<file path="config.mk">
export PLATFORM = sky130hd
export DESIGN_NAME = iob_timer_sched
export DESIGN_NICKNAME = d
export VERILOG_FILES = /design/src/rtl/iob_timer_sched.sv
export SDC_FILE = /design/constraint.sdc
export NUM_CORES = 1
export LEC_CHECK = 0
export BUFFER_PORTS_ARGS = -buffer_cell sky130_fd_sc_hd__buf_2
export CORE_ASPECT_RATIO = 2
export CORE_MARGIN = 2
export CORE_UTILIZATION = 60
export CTS_CLUSTER_DIAMETER = 60
export DETAILED_ROUTE_END_ITERATION = 6
export GPL_ROUTABILITY_DRIVEN = 0
export PLACE_DENSITY = 0.79
export SKIP_LAST_GASP = 1
export SYNTH_ARGS = -nofsm -noshare
export SYNTH_HDL_FRONTEND = slang
export SYNTH_SLANG_ARGS = --single-unit
</file>
<file path="constraint.sdc">
create_clock -name clk -period 5.32 [get_ports clk]
set_input_delay 0.798 -clock clk [delete_from_list [all_inputs] [get_ports clk]]
set_output_delay 0.798 -clock clk [all_outputs]
set_load 0.02 [all_outputs]
</file>
<file path="src/rtl/iob_timer_sched.sv">
// rtl/iob_timer_sched.sv - multi-channel alarm scheduler sharing one counter and one round-robin comparator
// Optional tick prescaler at address 5: define TIMER_SCHED_PRESCALER_EN.
module iob_timer_sched #(
  parameter int DATA_W = 32,
  parameter int ADDR_W = 5,
  parameter int N_CH   = 4
) (
  input  logic                clk,
  input  logic                rst,
  input  logic                valid,
  input  logic [ADDR_W-1:0]   address,
  input  logic [DATA_W-1:0]   wdata,
  input  logic [DATA_W/8-1:0] wstrb,
  output logic [DATA_W-1:0]   rdata,
  output logic                ready,
  output logic                irq,
  output logic [N_CH-1:0]     fire
);

  localparam int               PTR_W    = (N_CH > 1) ? $clog2(N_CH) : 1;
  localparam logic [31:0]      CH_END   = 32'(8 + 2 * N_CH);
  localparam logic [PTR_W-1:0] PTR_LAST = PTR_W'(N_CH - 1);

  logic              run;
  logic [DATA_W-1:0] count;
  logic [N_CH-1:0]   status;
  logic [N_CH-1:0]   irq_en;
  logic [N_CH-1:0]   arm;
  logic [DATA_W-1:0] deadline [N_CH];
  logic [DATA_W-1:0] period   [N_CH];
  logic [PTR_W-1:0]  ptr;

  logic [31:0]       addr_w;
  logic              wr;
  logic              in_ch;
  logic [PTR_W-1:0]  ch_sel;
  logic              wr_ctrl;
  logic              cnt_clr;
  logic              wr_status;
  logic              wr_irq_en;
  logic              wr_arm;
  logic [N_CH-1:0]   wr_dl;
  logic [N_CH-1:0]   wr_per;
  logic              tick;
  logic [DATA_W-1:0] lag;
  logic              due;
  logic [N_CH-1:0]   due_vec;
  logic [DATA_W-1:0] rd_val;

  assign addr_w    = 32'(address);
  assign wr        = valid && (wstrb != '0);
  assign in_ch     = (addr_w >= 32'd8) && (addr_w < CH_END);
  assign ch_sel    = PTR_W'((addr_w - 32'd8) >> 1);
  assign wr_ctrl   = wr && (addr_w == 32'd0);
  assign cnt_clr   = wr_ctrl && wdata[1];
  assign wr_status = wr && (addr_w == 32'd2);
  assign wr_irq_en = wr && (addr_w == 32'd3);
  assign wr_arm    = wr && (addr_w == 32'd4);
  assign wr_dl     = (wr && in_ch && !addr_w[0]) ? (N_CH'(1) << ch_sel) : '0;
  assign wr_per    = (wr && in_ch &&  addr_w[0]) ? (N_CH'(1) << ch_sel) : '0;

  // Deadline counts as reached when it lies in the half-range window behind COUNT.
  assign lag     = count - deadline[ptr];
  assign due     = arm[ptr] && !lag[DATA_W-1];
  assign due_vec = due ? (N_CH'(1) << ptr) : '0;

  assign irq = |(status & irq_en);

`ifdef TIMER_SCHED_PRESCALER_EN
  logic [15:0] prescale;
  logic [15:0] pcnt;

  assign tick = run && (pcnt >= prescale);

  always_ff @(posedge clk) begin
    if (rst) begin
      prescale <= '0;
      pcnt     <= '0;
    end else begin
      if (wr && (addr_w == 32'd5)) prescale <= wdata[15:0];
      if (wr_ctrl)  pcnt <= '0;
      else if (run) pcnt <= tick ? 16'd0 : pcnt + 16'd1;
    end
  end
`else
  assign tick = run;
`endif

  always_comb begin
    rd_val = '0;
    case (addr_w)
      32'd0: rd_val = DATA_W'(run);
      32'd1: rd_val = count;
      32'd2: rd_val = DATA_W'(status);
      32'd3: rd_val = DATA_W'(irq_en);
      32'd4: rd_val = DATA_W'(arm);
`ifdef TIMER_SCHED_PRESCALER_EN
      32'd5: rd_val = DATA_W'(prescale);
`endif
      default: begin
        if (in_ch) rd_val = addr_w[0] ? period[ch_sel] : deadline[ch_sel];
      end
    endcase
  end

  always_ff @(posedge clk) begin
    if (rst) begin
      run    <= 1'b0;
      count  <= '0;
      status <= '0;
      irq_en <= '0;
      arm    <= '0;
      ptr    <= '0;
      fire   <= '0;
      ready  <= 1'b0;
      rdata  <= '0;
      for (int k = 0; k < N_CH; k++) begin
        deadline[k] <= '0;
        period[k]   <= '0;
      end
    end else begin
      ready <= valid;
      rdata <= valid ? rd_val : '0;
      ptr   <= (ptr == PTR_LAST) ? '0 : ptr + PTR_W'(1);
      fire  <= due_vec;

      // Hardware set is OR-ed after the clear so it survives a simultaneous W1C.
      status <= (status & ~(wr_status ? wdata[N_CH-1:0] : '0)) | due_vec;

      if (due && (period[ptr] == '0)) arm[ptr] <= 1'b0;
      if (wr_arm) arm <= wdata[N_CH-1:0];

      for (int k = 0; k < N_CH; k++) begin
        if (due_vec[k] && (period[k] != '0)) deadline[k] <= deadline[k] + period[k];
        if (wr_dl[k])  deadline[k] <= wdata;
        if (wr_per[k]) period[k]   <= wdata;
      end

      if (cnt_clr)   count <= '0;
      else if (tick) count <= count + DATA_W'(1);

      if (wr_ctrl)   run    <= wdata[0];
      if (wr_irq_en) irq_en <= wdata[N_CH-1:0];
    end
  end

endmodule

</file>
# Yosys cells after proc, flatten, opt, wreduce, memory -nomap -nowiden
# Memories as Yosys holds them, arrays and structs flattened. A register that Yosys moved wholly into a read port is not among the register bits.
# Cells that the tools add are included.
# totals
regBits,84
ram_bits,256
input_bits,44
out_inout_bits,38
word_cells,145
memories,2
# mem_list
name,depth,width,read_ports,rd_clocked_by_memory_dff,wr,line_no,rtl
deadline,4,32,6,1,4,29,logic [DATA_W-1:0] deadline [N_CH];
period,4,32,6,1,4,30,logic [DATA_W-1:0] period [N_CH];
# op_classes
n_addsub,8
order_cmp,4
eq_ne,5
shift,2
muxes,65
bitwise,19
reduce_logical,31
# ops
operator,count
$mux 32,14
$pmux 32 s5,1
$add 32x32->32,4
$reduce_bool 32->1,4
$logic_not 32->1,2
$mux 1,40
$add 32x1->32 const B,1
$sub 32x32->32,1
$mux 4,6
$logic_and 1x1->1,17
$and 4x4->4,3
$or 1x1->1,12
$eq 5x2->1 const B,2
$not 4->4,2
$shl 1x2->4 const A,2
$reduce_or 2->1,3
$eq 5x1->1 const B,1
$eq 5x3->1 const B,1
$ge 5x4->1 const B,1
$lt 5x5->1 const B,1
$mux 2,2
$or 4x4->4,1
$reduce_bool 4->1,1
$reduce_or 4->1,1
10 further kinds,11

# Logic depth before layout (Yosys ltp)
# Gate-level depths: netlist of the first run.
# logic_depth
depth_word,10
depth_mapped,16
ltp_nobuf,12

# Worst setup path before layout of the first run
# OpenSTA, ideal clock, no wires.
# synth_path
kind,register to register
start,reg ptr[1]
end,mem deadline[0][0] (enable)
setup_time_ns,0.561
t_arrival_ns,4.337
required_ns,4.759
path_slack_ns,0.422
path_stages_with_launch,16
path_buffers,4
synth_period_minus_slack_ns,4.898
cell_sequence,dfxtp_1 > buf_2 > buf_1 > clkbuf_1 > mux4_2 > inv_1 > ha_1 > a21o_1 > a21o_1 > a221oi_1 > nor2b_1 > o31a_4 > o211a_4 > nand3b_4 > buf_2 > nand3_1
# synth_rtl
item,line_no,rtl
start: declaration,31,logic [PTR_W-1:0] ptr;
start signal: assignment,124,ptr <= (ptr == PTR_LAST) ? '0 : ptr + PTR_W'(1);
end: declaration,29,

==> impl_metrics.json, run 1 <==
{
  "run_status": "finished, final reports clean",
  "place_inst": 2722,
  "postLayoutCoreUtil": 0.657,
  "final_nets": 2441,
  "ys_ff_latch": 340,
  "hold-worst-slack_ps": 496,
  "leakagePower_nw": 9.99,
  "vias": 19800,
  "drt-initial-drc-count": 2885,
  "critical-path-max-stage-delay_ps": 690,
  "path_class": "reg -> reg",
  "track_usage": 0.399,
  "fill_cells": 2986,
  "end_kind": "register",
  "die_area_um2": 40600,
  "yosysMostFrequentCell": "edfxtp_1",
  "synth.area.top_cells": "edfxtp_1, mux4_2, ha_1",
  "min_path_cells": 2,
  "die_h_um": 283,
  "rsz0062_at_grt": "no",
  "ir_worst_vdd_uv": 224,
  "drt-pass1-iter-count": 6,
  "clk_pin_slew_ps": 70,
  "crit_top_cell": "a21o_1",
  "min_period_ps": 4650,
  "synth_commonest_cells": "edfxtp_1, nand2_1, ha_1",
  "avgSynthCellArea_um2": 10.6,
  "ant_nets": 0,
  "critPathBufInv": 3,
  "grt_pass1_vias": 19600,
  "synth_area_um2": 23300,
  "finalClockSkew_ps": 15.8,
  "multiInputGateArea_um2": 13300,
  "critPathSlowestCell": "dfxtp_2",
  "io_buffers": 81,
  "clk_latency_ps": 600,
  "fin_setup_tns_ps": 0,
  "max_freq_mhz": 215,
  "fin_cells": 2784,
  "initial_core_util": 0.605,
  "dieWidth_um": 143,
  "syn2layout_area_growth_pct": 8.61,
  "core_um2": 38500,
  "drv_cap": 0,
  "grt_overflow": 0,
  "min_path_type": "reg -> reg",
  "synth_largest_area_cell": "edfxtp_1",
  "cts_made_buffers": 30,
  "grt_pass1_wl_um": 118000,
  "cts.repair.resized": 0,
  "post_cts_buffers": 0,
  "cp_top_family": "compound AO/OA/AOI/OAI gates",
  "wl_per_cell_um": 28.7,
  "synth_fp_nets": 2399,
  "ff2ff_path_depth": 13,
  "clkSinkCount": 340,
  "cp_cell_sequence": "buf_4 -> mux4_2 -> inv_1 -> ha_1 -> a21o_1 -> a21o_1 -> a21o_1 -> o2111a_2 -> nor4_2 -> o211a_4 -> nand3b_4 -> nand3_2 -> buf_12",
  "rows": 102,
  "drc": 0,
  "antenna_found_initial": 5,
  "yosysUniqueCellTypes": 76,
  "path_depth": 13,
  "htreeDepth": 1,
  "max-clock-path-buffers": 3,
  "synth_top_area_frac": 0.330,
  "vias_per_cell": 7.11,
  "worstPathRequired_ps": 5630,
  "yosys_warnings": 0,
  "seq_area_frac_synth": 0.402,
  "max_slew_margin": 0.222,
  "hpwlAfterDp_um": 60400,
  "start_kind": "register",
  "slew_viol_final": 0,
  "totalWireLength_um": 80000,
  "power.density_nw_per_um2": 261,
  "period_share": 0.874,
  "netlist_instances": 2192,
  "ios": 82,
  "cts_root_buf": "clkbuf_16",
  "critPathArrivalTime_ps": 4950,
  "cts_tree": "done",
  "synth-edff-count": 256,
  "hold_buffers": 0,
  "seq_area_um2": 9370,
  "grt_max_degree": 64,
  "hold_violations": 0,
  "worst_pin_slew_ps": 1160,
  "synthArstFlopShare": 0,
  "setup_viol_count_final": 0,
  "drive_gt1_frac": 0.150,
  "crit_fanout": 24,
  "synth_flop_cell": "edfxtp_1"
}
## state kept, by name, indices dropped and copies added, names as in the netlist
name,cells
rdata,32
deadline,128
period,128
count,32
irq_en,4
ptr,2
fire,4
status,4
ready,1
run,1
arm,4
## worst register-to-register path, stage by stage (launching register included)
cell and delay [ps]:
dfxtp_2 690, buf_4 400, mux4_2 550, inv_1 70
ha_1 230, a21o_1 170, a21o_1 170, a21o_1 200
o2111a_2 280, nor4_2 340, o211a_4 290, nand3b_4 310
nand3_2 400, buf_12 230
## cell type report
| type | count | area share |
|---|---|---|
| multi-input cells | 1671 | 0.526 |
| repair buffers | 115 | 0.0278 |
| inverters | 76 | 0.0113 |
| well taps | 520 | 0.0257 |
| flip-flops and latches | 340 | 0.370 |
| clock buffers | 33 | 0.0309 |
| diodes | 6 | 0.000593 |
| clock inverters | 23 | 0.00776 |
## placed cells by master, fill, tap and decap left out, drive strengths merged, types with 11 or more instances in the layout
cell type  instances
edfxtp           256
and2             143
nor4              44
mux4              98
a31oi             15
nand2b            22
a21o              65
and3              21
xor2              62
a211oi            18
clkbuf            33
nand2            184
ha               159
mux2              35
clkinv            14
nand4             33
or3               17
o21a              26
o31ai             62
xnor2             68
nor2             135
nor3              29
nand3             32
buf              115
dfxtp             84
o21bai            12
a22o              47
o21ai             88
a22oi             31
a21oi            104
nor2b             11
inv               76
## per-layer routing
metal | track usage | share of wire | vias to the layer above
li1 | - | - | 8476
met1 | 0.441 | 0.30 | 9383
met2 | 0.646 | 0.47 | 1507
met3 | 0.0948 | 0.12 | 436
met4 | 0.328 | 0.11 | 2
met5 | 0 | 0.00016 | -
## cell families (layout without fill, tap and decap cells)
| logic type | count (synthesis) | in the layout | share of synthesized area |
|---|---|---|---|
| buffers and inverters | 181 | 247 | 0.0313 |
| AOI/OAI and AO/OA | 543 | 543 | 0.162 |
| xor gates and xnor gates | 130 | 130 | 0.0488 |
| DFF | 340 | 340 | 0.402 |
| adders and majority gates | 163 | 163 | 0.0887 |
| other | 0 | 6 | 0 |
| muxes | 139 | 139 | 0.114 |
| and+or+nand+nor | 696 | 696 | 0.153 |
## worst paths after layout
path                       startpoint                             to  slack, ps
hold reg to reg   arm[0]$_SDFFE_PP0P_            arm[0]$_SDFFE_PP0P_        500
hold / removal    arm[0]$_SDFFE_PP0P_            arm[0]$_SDFFE_PP0P_        500
setup / recovery    ptr[0]$_SDFF_PP0_  deadline[0][29]$_SDFFCE_PN0P_        670
setup reg to reg    ptr[0]$_SDFF_PP0_  deadline[0][29]$_SDFFCE_PN0P_        670
## per-stage QoR
stage / instance area [µm²] / power, mW / setup WS (ps)
2_1_floorplan: 23300 / 3.93 / 422
3_3_place_gp: 24300 / 4.30 / 843
3_5_place_dp: 24300 / 4.34 / 715
4_1_cts: 25300 / 6.53 / 697
5_1_grt: 25300 / 6.77 / 489
6_report: 25300 / 6.60 / 672
## where the power goes
group / internal [mW] / switching, mW / leakage, nW
Clock: 1.20 / 1.05 / 0.468
Sequential: 2.95 / 0.202 / 3.24
Combinational: 0.503 / 0.698 / 6.28
Total: 4.66 / 1.95 / 9.99
Power figures use the tool's default switching activity.
==> run 2, diff against run 1 <==
- PLACE_DENSITY: 0.79 -> 0.74
==> impl_metrics.json, run 2 (synthesis results as in run 1) <==
{
  "cts_tree": "done",
  "hpwlAfterDp_um": 61000,
  "core_um2": 38500,
  "fin_setup_tns_ps": 0,
  "grt_max_degree": 53,
  "end_kind": "register",
  "crit_fanout": 24,
  "layout_common_cells": "edfxtp_1, nand2_1, ha_1",
  "cts.repair.resized": 0,
  "cts_root_buf": "clkbuf_16",
  "fill_cells": 3047,
  "die_h_um": 283,
  "ant_nets": 0,
  "setup_viol_count_final": 0,
  "cp_top_family": "simple AND/OR/NAND/NOR gates",
  "htreeDepth": 2,
  "postLayoutCoreUtil": 0.658,
  "leakagePower_nw": 10.0,
  "drv_cap": 0,
  "io_buffers": 81,
  "rows": 102,
  "track_usage": 0.396,
  "crit_top_cell": "a21o_1",
  "clk_latency_ps": 550,
  "drt-initial-drc-count": 2289,
  "wl_per_cell_um": 28.7,
  "multiInputGateArea_um2": 13300,
  "critPathSlowestCell": "dfxtp_2",
  "syn2layout_area_growth_pct": 8.80,
  "cts_made_buffers": 34,
  "reg.largest.list": "deadline (128), period (128)",
  "dieWidth_um": 143,
  "worst_pin_slew_ps": 1200,
  "ir_worst_vdd_uv": 182,
  "ios": 82,
  "max_freq_mhz": 218,
  "max_slew_margin": 0.198,
  "vias": 19800,
  "min_path_type": "reg -> reg",
  "post_cts_buffers": 0,
  "run_status": "finished, final reports clean",
  "antenna_found_initial": 2,
  "grt_pass1_wl_um": 117000,
  "period_share": 0.862,
  "min_period_ps": 4580,
  "finalClockSkew_ps": 18.9,
  "vias_per_cell": 7.10,
  "final_common_cell": "edfxtp_1",
  "drc": 0,
  "max-clock-path-buffers": 3,
  "drt-pass1-iter-count": 7,
  "worstPathRequired_ps": 5560,
  "seq_area_um2": 9370,
  "slew_viol_final": 0,
  "hold_violations": 0,
  "critPathArrivalTime_ps": 4830,
  "cp_cell_sequence": "mux4_2 -> inv_1 -> ha_1 -> a21o_1 -> a21o_1 -> a21oi_1 -> o221ai_1 -> nor4_2 -> o211a_4 -> nand3b_4 -> nand3_2 -> buf_12",
  "drive_gt1_frac": 0.151,
  "rsz0062_at_grt": "no",
  "clk_pin_slew_ps": 70,
  "hold_buffers": 0,
  "die_area_um2": 40600,
  "grt_overflow": 0,
  "critPathBufInv": 2,
  "totalWireLength_um": 79900,
  "path_class": "reg -> reg",
  "critical-path-max-stage-delay_ps": 710,
  "start_kind": "register",
  "grt_pass1_vias": 19600,
  "initial_core_util": 0.605,
  "final_nets": 2441,
  "power.density_nw_per_um2": 266,
  "clkSinkCount": 340
}
[run 2: changes by cell type in the layout (fill, tap and decap cells not counted), sizes merged]
cell,before,now
clkbuf,33,46
bufinv,3,0
inv,76,78
diode,6,3
clkinvlp,6,4
clkinv,14,9
buf,115,111
[run 2: cell type report]
class                           count  area share
Multi-Input combinational cell   1671       0.525
Tap cell                          520      0.0256
Sequential cell                   340       0.369
Inverter                           76      0.0112
Antenna cell                        3    0.000296
Clock inverter                     15     0.00330
Timing Repair Buffer              111      0.0260
Clock buffer                       46      0.0390
[run 2: worst min-delay path, stage by stage (launching register included)]
cell and delay [ps]:
dfxtp_1 350, o21ai_0 80, nand2_1 50
[run 2: layer usage]
layer | track usage | wire (µm) | vias up
li1 | - | - | 8431
met1 | 0.438 | 25100 | 9529
met2 | 0.649 | 37700 | 1388
met3 | 0.0837 | 8720 | 408
met4 | 0.328 | 8370 | 0
met5 | 0 | 0 | -
[run 2: path summary, 6_finish.rpt]
| check | start | endpoint | slack, ps | cells past startpoint |
|---|---|---|---|---|
| worst max-delay path | ptr[0]$_SDFF_PP0_ | deadline[0][31]$_SDFFCE_PN0P_ | 740 | 12 |
| worst min register to register | arm[1]$_SDFFE_PP0P_ | arm[1]$_SDFFE_PP0P_ | 530 | 2 |
| worst min-delay path | arm[1]$_SDFFE_PP0P_ | arm[1]$_SDFFE_PP0P_ | 530 | 2 |
| worst max register to register | ptr[0]$_SDFF_PP0_ | deadline[0][31]$_SDFFCE_PN0P_ | 740 | 12 |
[run 2: metrics by stage]
stage / area [µm²] / hold slack (ps) / power [mW] / std cells / setup WS, ps
5_1_grt: 25400 / 559 / 6.91 / 2781 / 567
3_3_place_gp: 24300 / 504 / 4.30 / 2718 / 865
6_report: 25400 / 530 / 6.74 / 2782 / 735
3_5_place_dp: 24300 / 508 / 4.33 / 2718 / 783
4_1_cts: 25400 / 517 / 6.68 / 2779 / 768
2_1_floorplan: 23300 / 449 / 3.93 / 2192 / 422
[run 2: power breakdown]
group	internal (mW)	total (mW)	leakage, nW	switching [mW]
clock	1.31	2.40	0.522	1.09
combinational	0.502	1.19	6.26	0.688
sequential	2.95	3.15	3.24	0.199
